$ cat config.mk
export PLATFORM = sky130hd
export DESIGN_NAME = hazard_ctrl_flat
export DESIGN_NICKNAME = d
export VERILOG_FILES = /design/src/rtl/hazard_ctrl_if.sv /design/src/rtl/hazard_ctrl.sv /design/src/flat_wrapper.sv
export SDC_FILE = /design/constraint.sdc
export NUM_CORES = 1
export LEC_CHECK = 0
export CORE_MARGIN = 8
export CORE_UTILIZATION = 51
export CTS_CLUSTER_DIAMETER = 80
export DETAILED_ROUTE_END_ITERATION = 10
export PLACE_DENSITY = 0.85
export SLEW_MARGIN = 25
export SYNTH_ARGS = -nofsm -noshare
export SYNTH_HDL_FRONTEND = slang
export SYNTH_SLANG_ARGS = --single-unit
$ cat constraint.sdc
create_clock -name clk -period 5.2 [get_ports clk]
set_input_delay 0.78 -clock clk [delete_from_list [all_inputs] [get_ports clk]]
set_output_delay 0.78 -clock clk [all_outputs]
set_load 0.03 [all_outputs]
$ cat src/rtl/hazard_ctrl_if.sv
// Hazard controller signal bundle: pipeline-side hazard inputs plus
// front-end control outputs and performance counters.
interface hazard_ctrl_if #(
   parameter int CNT_W = 16
);
   logic [4:0]       IFID_Rs_i;
   logic [4:0]       IFID_Rt_i;
   logic [4:0]       IDEX_Rt_i;
   logic             IDEX_MemRead_i;
   logic             Branch_i;
   logic             DMem_Busy_i;
   logic             PC_Write_o;
   logic             IFID_Write_o;
   logic             IFID_Flush_o;
   logic             IDEX_Bubble_o;
   logic [CNT_W-1:0] Stall_Count_o;
   logic [CNT_W-1:0] Flush_Count_o;

   modport master (
      output IFID_Rs_i, IFID_Rt_i, IDEX_Rt_i, IDEX_MemRead_i, Branch_i, DMem_Busy_i,
      input  PC_Write_o, IFID_Write_o, IFID_Flush_o, IDEX_Bubble_o,
             Stall_Count_o, Flush_Count_o
   );

   modport slave (
      input  IFID_Rs_i, IFID_Rt_i, IDEX_Rt_i, IDEX_MemRead_i, Branch_i, DMem_Busy_i,
      output PC_Write_o, IFID_Write_o, IFID_Flush_o, IDEX_Bubble_o,
             Stall_Count_o, Flush_Count_o
   );
endinterface

$ cat src/rtl/hazard_ctrl.sv
// Pipeline hazard/redirect controller: load-use stall, branch squash with
// multi-cycle redirect, data-memory freeze, saturating perf counters.
module hazard_ctrl #(
   parameter int FLUSH_CYCLES = 1,
   parameter int CNT_W        = 16
) (
   input logic          clk,
   input logic          rst_i,
   hazard_ctrl_if.slave hz
);

   typedef enum logic {RUN, REDIRECT} state_t;

   localparam logic [2:0] RCNT_INIT = 3'(FLUSH_CYCLES - 1);
   localparam bit         MULTI     = (FLUSH_CYCLES > 1);

   state_t           state;
   logic [2:0]       rcnt;
   logic [CNT_W-1:0] stall_cnt;
   logic [CNT_W-1:0] flush_cnt;

   logic luh;
   logic stall_inc;
   logic flush_inc;

   assign luh = hz.IDEX_MemRead_i && (hz.IDEX_Rt_i != 5'd0) &&
                ((hz.IDEX_Rt_i == hz.IFID_Rs_i) || (hz.IDEX_Rt_i == hz.IFID_Rt_i));

   // Outputs are combinational so a stall acts in the cycle it is detected.
   always_comb begin
      hz.PC_Write_o    = 1'b0;
      hz.IFID_Write_o  = 1'b0;
      hz.IFID_Flush_o  = 1'b0;
      hz.IDEX_Bubble_o = 1'b0;
      stall_inc        = 1'b0;
      flush_inc        = 1'b0;
      if (rst_i) begin
         hz.IFID_Flush_o  = 1'b1;
         hz.IDEX_Bubble_o = 1'b1;
      end else begin
         case (state)
            RUN: begin
               if (hz.DMem_Busy_i) begin
                  // front end frozen; everything else waits
               end else if (luh) begin
                  hz.IDEX_Bubble_o = 1'b1;
                  stall_inc        = 1'b1;
               end else if (hz.Branch_i) begin
                  hz.PC_Write_o   = 1'b1;
                  hz.IFID_Write_o = 1'b1;
                  hz.IFID_Flush_o = 1'b1;
                  flush_inc       = 1'b1;
               end else begin
                  hz.PC_Write_o   = 1'b1;
                  hz.IFID_Write_o = 1'b1;
               end
            end
            REDIRECT: begin
               hz.IFID_Flush_o = 1'b1;
               flush_inc       = 1'b1;
               if (!hz.DMem_Busy_i) begin
                  hz.PC_Write_o   = 1'b1;
                  hz.IFID_Write_o = 1'b1;
               end
            end
            default: ;
         endcase
      end
   end

   always_ff @(posedge clk) begin
      if (rst_i) begin
         state     <= RUN;
         rcnt      <= '0;
         stall_cnt <= '0;
         flush_cnt <= '0;
      end else begin
         case (state)
            RUN: begin
               if (MULTI && !hz.DMem_Busy_i && !luh && hz.Branch_i) begin
                  state <= REDIRECT;
                  rcnt  <= RCNT_INIT;
               end
            end
            REDIRECT: begin
               if (!hz.DMem_Busy_i) begin
                  rcnt <= rcnt - 3'd1;
                  if (rcnt == 3'd1) state <= RUN;
               end
            end
            default: state <= RUN;
         endcase
         if (stall_inc && (stall_cnt != '1)) stall_cnt <= stall_cnt + 1'b1;
         if (flush_inc && (flush_cnt != '1)) flush_cnt <= flush_cnt + 1'b1;
      end
   end

   assign hz.Stall_Count_o = stall_cnt;
   assign hz.Flush_Count_o = flush_cnt;

endmodule

$ cat src/flat_wrapper.sv
// flat-port wrapper written by rule: the top's interface ports become plain ports
module hazard_ctrl_flat 
#(
   parameter int FLUSH_CYCLES = 1,
   parameter int CNT_W        = 16
)
  (clk, rst_i, hz_IFID_Rs_i, hz_IFID_Rt_i, hz_IDEX_Rt_i, hz_IDEX_MemRead_i, hz_Branch_i, hz_DMem_Busy_i, hz_PC_Write_o, hz_IFID_Write_o, hz_IFID_Flush_o, hz_IDEX_Bubble_o, hz_Stall_Count_o, hz_Flush_Count_o);
  hazard_ctrl_if #(.CNT_W(CNT_W)) hz_i ();
  input logic clk;
  input logic rst_i;
  input wire logic [$bits(hz_i.IFID_Rs_i)-1:0] hz_IFID_Rs_i;
  input wire logic [$bits(hz_i.IFID_Rt_i)-1:0] hz_IFID_Rt_i;
  input wire logic [$bits(hz_i.IDEX_Rt_i)-1:0] hz_IDEX_Rt_i;
  input wire logic [$bits(hz_i.IDEX_MemRead_i)-1:0] hz_IDEX_MemRead_i;
  input wire logic [$bits(hz_i.Branch_i)-1:0] hz_Branch_i;
  input wire logic [$bits(hz_i.DMem_Busy_i)-1:0] hz_DMem_Busy_i;
  output wire logic [$bits(hz_i.PC_Write_o)-1:0] hz_PC_Write_o;
  output wire logic [$bits(hz_i.IFID_Write_o)-1:0] hz_IFID_Write_o;
  output wire logic [$bits(hz_i.IFID_Flush_o)-1:0] hz_IFID_Flush_o;
  output wire logic [$bits(hz_i.IDEX_Bubble_o)-1:0] hz_IDEX_Bubble_o;
  output wire logic [$bits(hz_i.Stall_Count_o)-1:0] hz_Stall_Count_o;
  output wire logic [$bits(hz_i.Flush_Count_o)-1:0] hz_Flush_Count_o;
  assign hz_i.IFID_Rs_i = hz_IFID_Rs_i;
  assign hz_i.IFID_Rt_i = hz_IFID_Rt_i;
  assign hz_i.IDEX_Rt_i = hz_IDEX_Rt_i;
  assign hz_i.IDEX_MemRead_i = hz_IDEX_MemRead_i;
  assign hz_i.Branch_i = hz_Branch_i;
  assign hz_i.DMem_Busy_i = hz_DMem_Busy_i;
  assign hz_PC_Write_o = hz_i.PC_Write_o;
  assign hz_IFID_Write_o = hz_i.IFID_Write_o;
  assign hz_IFID_Flush_o = hz_i.IFID_Flush_o;
  assign hz_IDEX_Bubble_o = hz_i.IDEX_Bubble_o;
  assign hz_Stall_Count_o = hz_i.Stall_Count_o;
  assign hz_Flush_Count_o = hz_i.Flush_Count_o;
  hazard_ctrl #(.FLUSH_CYCLES(FLUSH_CYCLES), .CNT_W(CNT_W)) u_core (.clk(clk), .rst_i(rst_i), .hz(hz_i));
endmodule
Yosys cells after proc, flatten, opt, wreduce, memory -nomap -nowiden
Index checks and enable logic that the tools add are counted.

word-level totals
  flip-flop bits (word level) = 36
  bits in latches = 0
  bits in writable memories = 0
  memory bits (read-only) = 0
  input bits = 20
  output and inout port bits = 36
  logic and storage cells = 40
  memories = 0

operators by class
  add/subtract/negate cells = 3
  multiply operators = 0
  divide/modulo/power cells = 0
  order comparisons = 0
  equal/unequal tests = 5
  shifts and indexed selects = 0
  multiplexer cells = 18
  bitwise logic cells = 2
  reduce and logical (&&, ||, !) cells = 8

operator list
  kind                   number
  $add 16x1->16 const B  2
  $ne 16x16->1 const B   2
  $mux 1                 16
  $eq 5x5->1             2
  $reduce_bool 5->1      1
  $logic_and 1x1->1      4
  $pmux 1 s2             2
  $eq 3x1->1 const B     1
  $sub 3x1->3 const B    1
  $not 1->1              2
  $reduce_and 2->1       1
  $reduce_or 2->1        1
  $logic_or 1x1->1       1

Longest topological paths before layout
Gate-level depths: netlist of run 1.

  depth in word-level cells = 8
  gate-level depth with buffers = 8
  depth with buffers taken out = 7

Worst setup path before layout of run 1
OpenSTA, ideal clock, no wires.

  kind = input-to-output
  from = in hz_IDEX_Rt_i[0]
  to = out hz_PC_Write_o
  data arrival time = 2504 ps
  required time = 4420 ps
  setup slack = 1916 ps
  cell stages on the path = 8
  buffers on the path = 3
  cell sequence = or4_4 -> o21ai_2 -> nor2_1 -> nand2_1 -> buf_2 -> buf_2 -> and2_1 -> buf_4

on the way
  cells in the longest elaborated chain, start to end = 7
  elaborated cells between the ends (all ways) = 10
  classes of those cells = eq/ne: 2; mux: 4; reduce/logical: 4

ends and longest elaborated chain
  element                                                       line                                  text
  from (decl)                                                   flat_wrapper.sv:13                    input wire logic [$bits(hz_i.IDEX_Rt_i)-1:0] hz_IDEX_Rt_i;
  $eq 5x5->1 / $reduce_bool 5->1 (equally long branches)        hazard_ctrl.sv:27, hazard_ctrl.sv:26
  $logic_or 1x1->1 / $logic_and 1x1->1 (equally long branches)  hazard_ctrl.sv:27, hazard_ctrl.sv:26
  $logic_and 1x1->1 *                                           hazard_ctrl.sv:26                     assign luh = hz.IDEX_MemRead_i && (hz.IDEX_Rt_i != 5'd0) &&
  $mux 1 * (2 in a row)                                         n/a
  $pmux 1 s2 *                                                  n/a
  $mux 1 *                                                      n/a
  to (decl)                                                     flat_wrapper.sv:17                    output wire logic [$bits(hz_i.PC_Write_o)-1:0] hz_PC_Write_o;

Mark *: on every way between the ends. The rest lies on a longest branch, timed or not.

Worst setup path in the final report of run 1
  from = in hz_IDEX_Rt_i[0]
  to = out hz_PC_Write_o

on the way
  cells in the longest elaborated chain, start to end = 7
  elaborated cells between the ends (all ways) = 10
  classes of those cells = eq/ne: 2; mux: 4; reduce/logical: 4

ends and longest elaborated chain
  element                                                       line                                  text
  $eq 5x5->1 / $reduce_bool 5->1 (equally long branches)        hazard_ctrl.sv:27, hazard_ctrl.sv:26
  $logic_or 1x1->1 / $logic_and 1x1->1 (equally long branches)  hazard_ctrl.sv:27, hazard_ctrl.sv:26
  $logic_and 1x1->1 *                                           hazard_ctrl.sv:26
  $mux 1 *                                                      hazard_ctrl.sv:45                     end else if (luh) begin
  $mux 1 *                                                      hazard_ctrl.sv:43                     if (hz.DMem_Busy_i) begin
  $pmux 1 s2 *                                                  hazard_ctrl.sv:41                     case (state)
  $mux 1 *                                                      hazard_ctrl.sv:37                     if (rst_i) begin

Marks and branches as above.

==> results of run 1 <==
==> per-layer routing <==
metal  GRT usage [%]  part of all wire (%)  vias to the layer above
met1            21.3                    44                      955
met3            4.33                   6.7                        7
met5               0                     0                        -
met2            29.1                    48                       61
met4            5.56                  0.99                        0
li1                -                     -                     1004
==> per-stage QoR <==
step	utilization [%]	instances	total power, mW	worst slack [ns]
2_1_floorplan	-	240	0.323	1.92
3_3_place_gp	69.1	336	0.353	1.06
3_5_place_dp	69.1	336	0.354	1.00
4_1_cts	71.5	344	0.555	0.999
5_1_grt	71.5	344	0.573	0.852
6_report	71.5	344	0.555	0.994
==> where the power goes <==
part | total [mW] | internal, mW | switching (mW)
Clock | 0.207 | 0.108 | 0.0987
Sequential | 0.280 | 0.277 | 0.00305
Combinational | 0.0676 | 0.0317 | 0.0359
==> final timing paths <==
check | from | to | slack [ns] | cells past startpoint
worst max-delay path | hz_IDEX_Rt_i[0] | hz_PC_Write_o | 0.99 | 7
worst min register to register | u_core.state | u_core.state | 0.49 | 1
worst max register to register | u_core.hz.Stall_Count_o[5] | u_core.hz.Stall_Count_o[7] | 2.99 | 6
worst min-delay path | u_core.state | u_core.state | 0.49 | 1
==> flip-flops by register name (all words and copies together) (netlist names) <==
register / cells
u_core.hz.Flush_Count_o: 16
u_core.hz.Stall_Count_o: 16
u_core.rcnt: 3
u_core.state: 1
==> logic make-up after synthesis <==
| family | share of synthesized area [%] |
|---|---|
| muxes | 1.70 |
| DFF | 36.3 |
| xor gates and xnor gates | 7.49 |
| adders and majority gates | 2.52 |
| and+or+nand+nor | 27.9 |
| AOI/OAI and AO/OA | 20.2 |
| buffers and inverters | 3.90 |
==> layout make-up <==
class / count / area share, %
Clock buffer: 8 / 3.39
Timing Repair Buffer: 56 / 21.0
Multi-Input combinational cell: 185 / 44.7
Inverter: 11 / 1.55
Sequential cell: 36 / 27.1
Tap cell: 48 / 2.26
==> layout by cell type (no fill, tap or decap), drive strengths merged, types with 2 or more instances in the layout <==
cell type      synthesis  final
a211oi                 4      4
a21oi                 22     22
and2                   3      3
and3                   6      6
and4                   3      3
clkbuf                 4      8
clkdlybuf4s50          0     55
dfxtp                 36     36
ha                     4      4
inv                   11     11
mux2                   3      3
nand2                 21     21
nand3                 16     16
nand4                  7      7
nor2                  15     15
nor2b                  4      4
o21ai                 10     10
o311ai                 2      2
o31ai                 10     10
o41ai                  2      2
or2                    2      2
or3                    8      8
or4                   11     11
xnor2                 16     16
==> synthesized netlist by cell type (2+ instances only) <==
cell / n / share of area [%]
dfxtp_1: 36 / 36
a21oi_1: 21 / 5.3
nand2_1: 21 / 4.0
nand3_1: 16 / 4.0
xnor2_1: 16 / 7.1
nor2_1: 15 / 2.8
inv_1: 11 / 2.1
o31ai_1: 10 / 3.8
or4_1: 10 / 3.8
o21ai_0: 9 / 2.3
or3_1: 8 / 2.5
nand4_1: 7 / 2.2
and3_1: 6 / 1.9
a211oi_1: 4 / 1.5
clkbuf_1: 4 / 0.76
ha_1: 4 / 2.5
nor2b_1: 4 / 1.3
and4_1: 3 / 1.3
mux2_2: 3 / 1.7
and2_1: 2 / 0.63
buf_2: 2 / 0.50
o311ai_0: 2 / 0.88
o41ai_1: 2 / 0.88
or2_2: 2 / 0.63
==> flow_metrics.tcl, run 1 <==
set metrics [dict create \
    status "completed" \
    port_buffers 55 \
    clk_latency_ns 0.29 \
    critPathBufInv 2 \
    synth_warnings 0 \
    post-cts-setup-buffer-count 0 \
    cts_root_buf "clkbuf_8" \
    start_kind "input pin" \
    drt-initial-drc-count 206 \
    start_util_pct 53.5 \
    synth_ff_type "dfxtp_1" \
    grt_first_pass_wirelength_um 9060 \
    rows 22 \
    worst_pin_slew_ns 0.840 \
    firstDrtPassIters 4 \
    syn_area_mm2 0.00199 \
    placed_area_mm2 0.00257 \
    grt_use_total_pct 17.4 \
    cts_hold_buf 0 \
    peakVddDrop_mv 0.146 \
    drc 0 \
    cp_common_cell "clkdlybuf4s50_1" \
    avgViaCountPerCell 5.89 \
    slowest_delay_ns 0.67 \
    cts_tree "yes" \
    core_mm2 0.00372 \
    clock.fmax_mhz 238 \
    fin_skew_ns 0.00492 \
    die_area_mm2 0.00615 \
    worst_ep_arrival_time_ns 3.43 \
    rsz0062_at_grt "no" \
    grt_pass1_vias 1971 \
    crit_path_end_kind "output port" \
    die_x_um 78.4 \
    holdWs_ns 0.492 \
    die_y_um 78.4 \
    setup_tns_ns 0 \
    worstPathCellList "clkdlybuf4s50_1 -> or4_4 -> o21ai_2 -> nor2_1 -> nand2_1 -> and2_1 -> clkdlybuf4s50_1" \
    cts_buffer_depth 2 \
    synth-seq-cells 36 \
    synthArstFlopShare_pct 0 \
    p_per_area_mw_per_mm2 209 \
    diodes 0 \
    seq_area_um2 721 \
    grt_overflow_total 0 \
    critPathTopFamily "simple AND/OR/NAND/NOR gates" \
    setup_viol 0 \
    drt-wirelength-per-cell_um 15.3 \
    multi_input_area_mm2 0.00119 \
    fillCellCount 314 \
    crit_path_max_fanout 23 \
    hold_viol_final 0 \
    cts.sinks 36 \
    clkSlewWorstSetupHoldPaths_ns 0.07 \
    path_class "in2out" \
    p_leak_nw 0.860 \
    gp_congestion 0.810 \
    fin_crit_ns 4.21 \
    fin_crit_sh_pct 80.9 \
    final_layout_size_suffix_gt1_share_pct 6.76 \
    grt_max_degree 24 \
    final_area_mm2 0.00266 \
    slew_violations 0 \
    worstPathRequired_ns 4.42 \
    cts_resized 0 \
    antenna_found_initial 0 \
    nets 319 \
    synth_edf_count 0 \
    drv_cap 0 \
    io_pins 56 \
    hp-class "reg2reg" \
    syn_avg_cell_area_um2 8.28 \
    syn_to_final_growth_pct 33.8 \
    num_vias 2027 \
    synth_seq_area_share_pct 36.3 \
    slowest_stage "clkdlybuf4s50_1" \
    hpwl_um 3940 \
    drtAntennaViolNets 0 \
    cts-buffers-inserted 5 \
    slew_headroom_pct 43.8 \
    h-tree-depth 2 \
    syn_nets 264 \
    synth.distinct_cells 46 \
    drt-total-wl_um 5260 \
    synth_cells 240 \
]
No activity file was read; power rests on OpenSTA's default activity.
==> inputs of run 2 (changes only) <==
Settings changed: CORE_UTILIZATION 51 to 43, PLACE_DENSITY 0.85 to 0.76.
Clock period 5.2 ns to 3.6 ns, I/O delays scaled along.
==> run 2 against run 1 <==
  * Final area about the same
  * Critical path depth unchanged
  * Via count down 2.6%
  * First-iteration DRC count down 64%
  * Final cell count up 1.5%
  * Sequential share of layout area about the same
  * Combinational power up 45%
  * Global-route usage down 3.1 points
  * Worst setup slack worse by 0.72 ns
  * Clock power up 33%
  * Worst hold slack worse by 0.0013 ns
  * Count of clock-buffer cells in the layout down 2
  * Largest cell class unchanged
==> flow_metrics.tcl, run 2 (synthesis results as in run 1) <==
set metrics [dict create \
    die_y_um 84.0 \
    seq_area_um2 721 \
    crit_path_max_fanout 9 \
    cts_resized 0 \
    hold_viol_final 0 \
    layout_commonest_cell "clkdlybuf4s50_1" \
    clk_latency_ns 0.29 \
    fin_skew_ns 0.00648 \
    met3_length_um 286 \
    cts.sinks 36 \
    cts_tree "yes" \
    rr_endpoint "u_core.hz.Stall_Count_o[7]" \
    cts_hold_buf 0 \
    slew_headroom_pct 60.0 \
    io_pins 56 \
    p_leak_nw 0.867 \
    grt_first_pass_wirelength_um 8650 \
    placed_cells 342 \
    whs_path_depth 1 \
    reg2regPathDepth 6 \
    grt_max_degree 23 \
    drv_cap 0 \
    setup_slack_ns 0.278 \
    critPathTopFamily "buffers and inverters" \
    slowest_delay_ns 0.67 \
    grt_use_total_pct 14.3 \
    dp_slack_ns 0.269 \
    cts_root_buf "clkbuf_8" \
    gp_congestion 0.826 \
    grt_pass1_vias 1885 \
    p_per_area_mw_per_mm2 293 \
    hold_end "u_core.state" \
    worstPathRequired_ns 3.06 \
    post-route-util_pct 60.3 \
    die_x_um 84.0 \
    avgViaCountPerCell 5.66 \
    multi_input_area_mm2 0.00119 \
    drt-wirelength-per-cell_um 14.6 \
    met1Wirelength_um 2260 \
    p_total_uw 779 \
    rsz0062_at_grt "no" \
    hold_start "u_core.state" \
    drt-initial-drc-count 74 \
    drt-total-wl_um 5080 \
    port_buffers 55 \
    drtAntennaViolNets 0 \
    final_layout_size_suffix_gt1_share_pct 8.08 \
    firstDrtPassIters 4 \
    cp_common_cell "clkdlybuf4s50_1" \
    nets 321 \
    fin_crit_ns 3.32 \
    post-cts-setup-buffer-count 0 \
    drc 0 \
    cts-buffers-inserted 5 \
    grt_overflow_total 0 \
    fillCellCount 399 \
    fin_cells 349 \
    reg2reg_from "u_core.hz.Stall_Count_o[5]" \
    diodes 0 \
    worstPathCellList "clkdlybuf4s50_1 -> or4_4 -> o21ai_2 -> a21oi_2 -> and2_4 -> nand2_1 -> clkdlybuf4s50_1" \
    fin_crit_sh_pct 92.3 \
    worst_ep_arrival_time_ns 2.78 \
    crit_path_end_kind "output port" \
    critPathBufInv 2 \
    rrSetupSlack_ns 1.53 \
    slew_violations 0 \
    clock.fmax_mhz 301 \
    status "completed" \
    start_util_pct 45.0 \
    worst_pin_slew_ns 0.595 \
    h-tree-depth 2 \
    clkSlewWorstSetupHoldPaths_ns 0.07 \
    num_vias 1974 \
    final_cell_mix "clkdlybuf4s50_1 (53), dfxtp_1 (36), nand2_1 (21), a21oi_1 (21)" \
    start_kind "input pin" \
    cts_buffer_depth 2 \
    hpwl_um 3890 \
    syn_to_final_growth_pct 33.9 \
    slowest_stage "clkdlybuf4s50_1" \
    core_mm2 0.00441 \
    setup_tns_ns 0 \
    top_layer_used "met4" \
    peakVddDrop_mv 0.205 \
    antenna_found_initial 0 \
    die_area_mm2 0.00705 \
    path_class "in2out" \
    rows 24 \
    dr_wl_met2_um 2450 \
    setup_viol 0 \
    hp-class "reg2reg" \
]
[run 2: per-stage QoR]
stage          hold slack [ns]  cell area (µm²)
2_1_floorplan            0.460             1990
3_3_place_gp             0.477             2580
3_5_place_dp             0.479             2580
4_1_cts                  0.492             2660
5_1_grt                  0.509             2660
6_report                 0.491             2660
[run 2: report_power, final]
| group | internal, mW | switching (mW) | total [mW] |
|---|---|---|---|
| clock network | 0.132 | 0.144 | 0.276 |
| logic | 0.0465 | 0.0515 | 0.0980 |
| registers | 0.401 | 0.00432 | 0.405 |
[run 2: routing by layer]
metal,GRT usage (%),vias to the layer above
met5,0,-
li1,-,998
met3,4.69,9
met1,16.3,923
met2,23.9,44
met4,5.49,0
[run 2: final cells by class]
cell class | instances | share of cell area [%]
Multi-Input combinational cell | 185 | 44.7
Timing Repair Buffer | 58 | 21.3
Clock buffer | 6 | 2.73
Clock inverter | 1 | 0.188
Inverter | 11 | 1.55
Sequential cell | 36 | 27.1
Tap cell | 52 | 2.44
[run 2: worst max path at each step]
stage	slack (ns)	cells past startpoint	to	start
after floorplan	0.80	8	hz_PC_Write_o	hz_IDEX_Rt_i[0]
after global placement	0.29	7	hz_IFID_Flush_o	hz_IDEX_Rt_i[0]
after detailed placement	0.27	7	hz_IFID_Flush_o	hz_IDEX_Rt_i[0]
after CTS	0.27	7	hz_IFID_Flush_o	hz_IDEX_Rt_i[0]
after global routing	0.18	7	hz_IFID_Flush_o	hz_IDEX_Rt_i[0]
final	0.28	7	hz_IFID_Flush_o	hz_IDEX_Rt_i[0]
==> inputs of run 3 (changes only) <==
Settings changed: CTS_CLUSTER_SIZE set to 28.
==> results of run 3 <==
The final DEF is identical to that of run 2; final timing and power are the same.
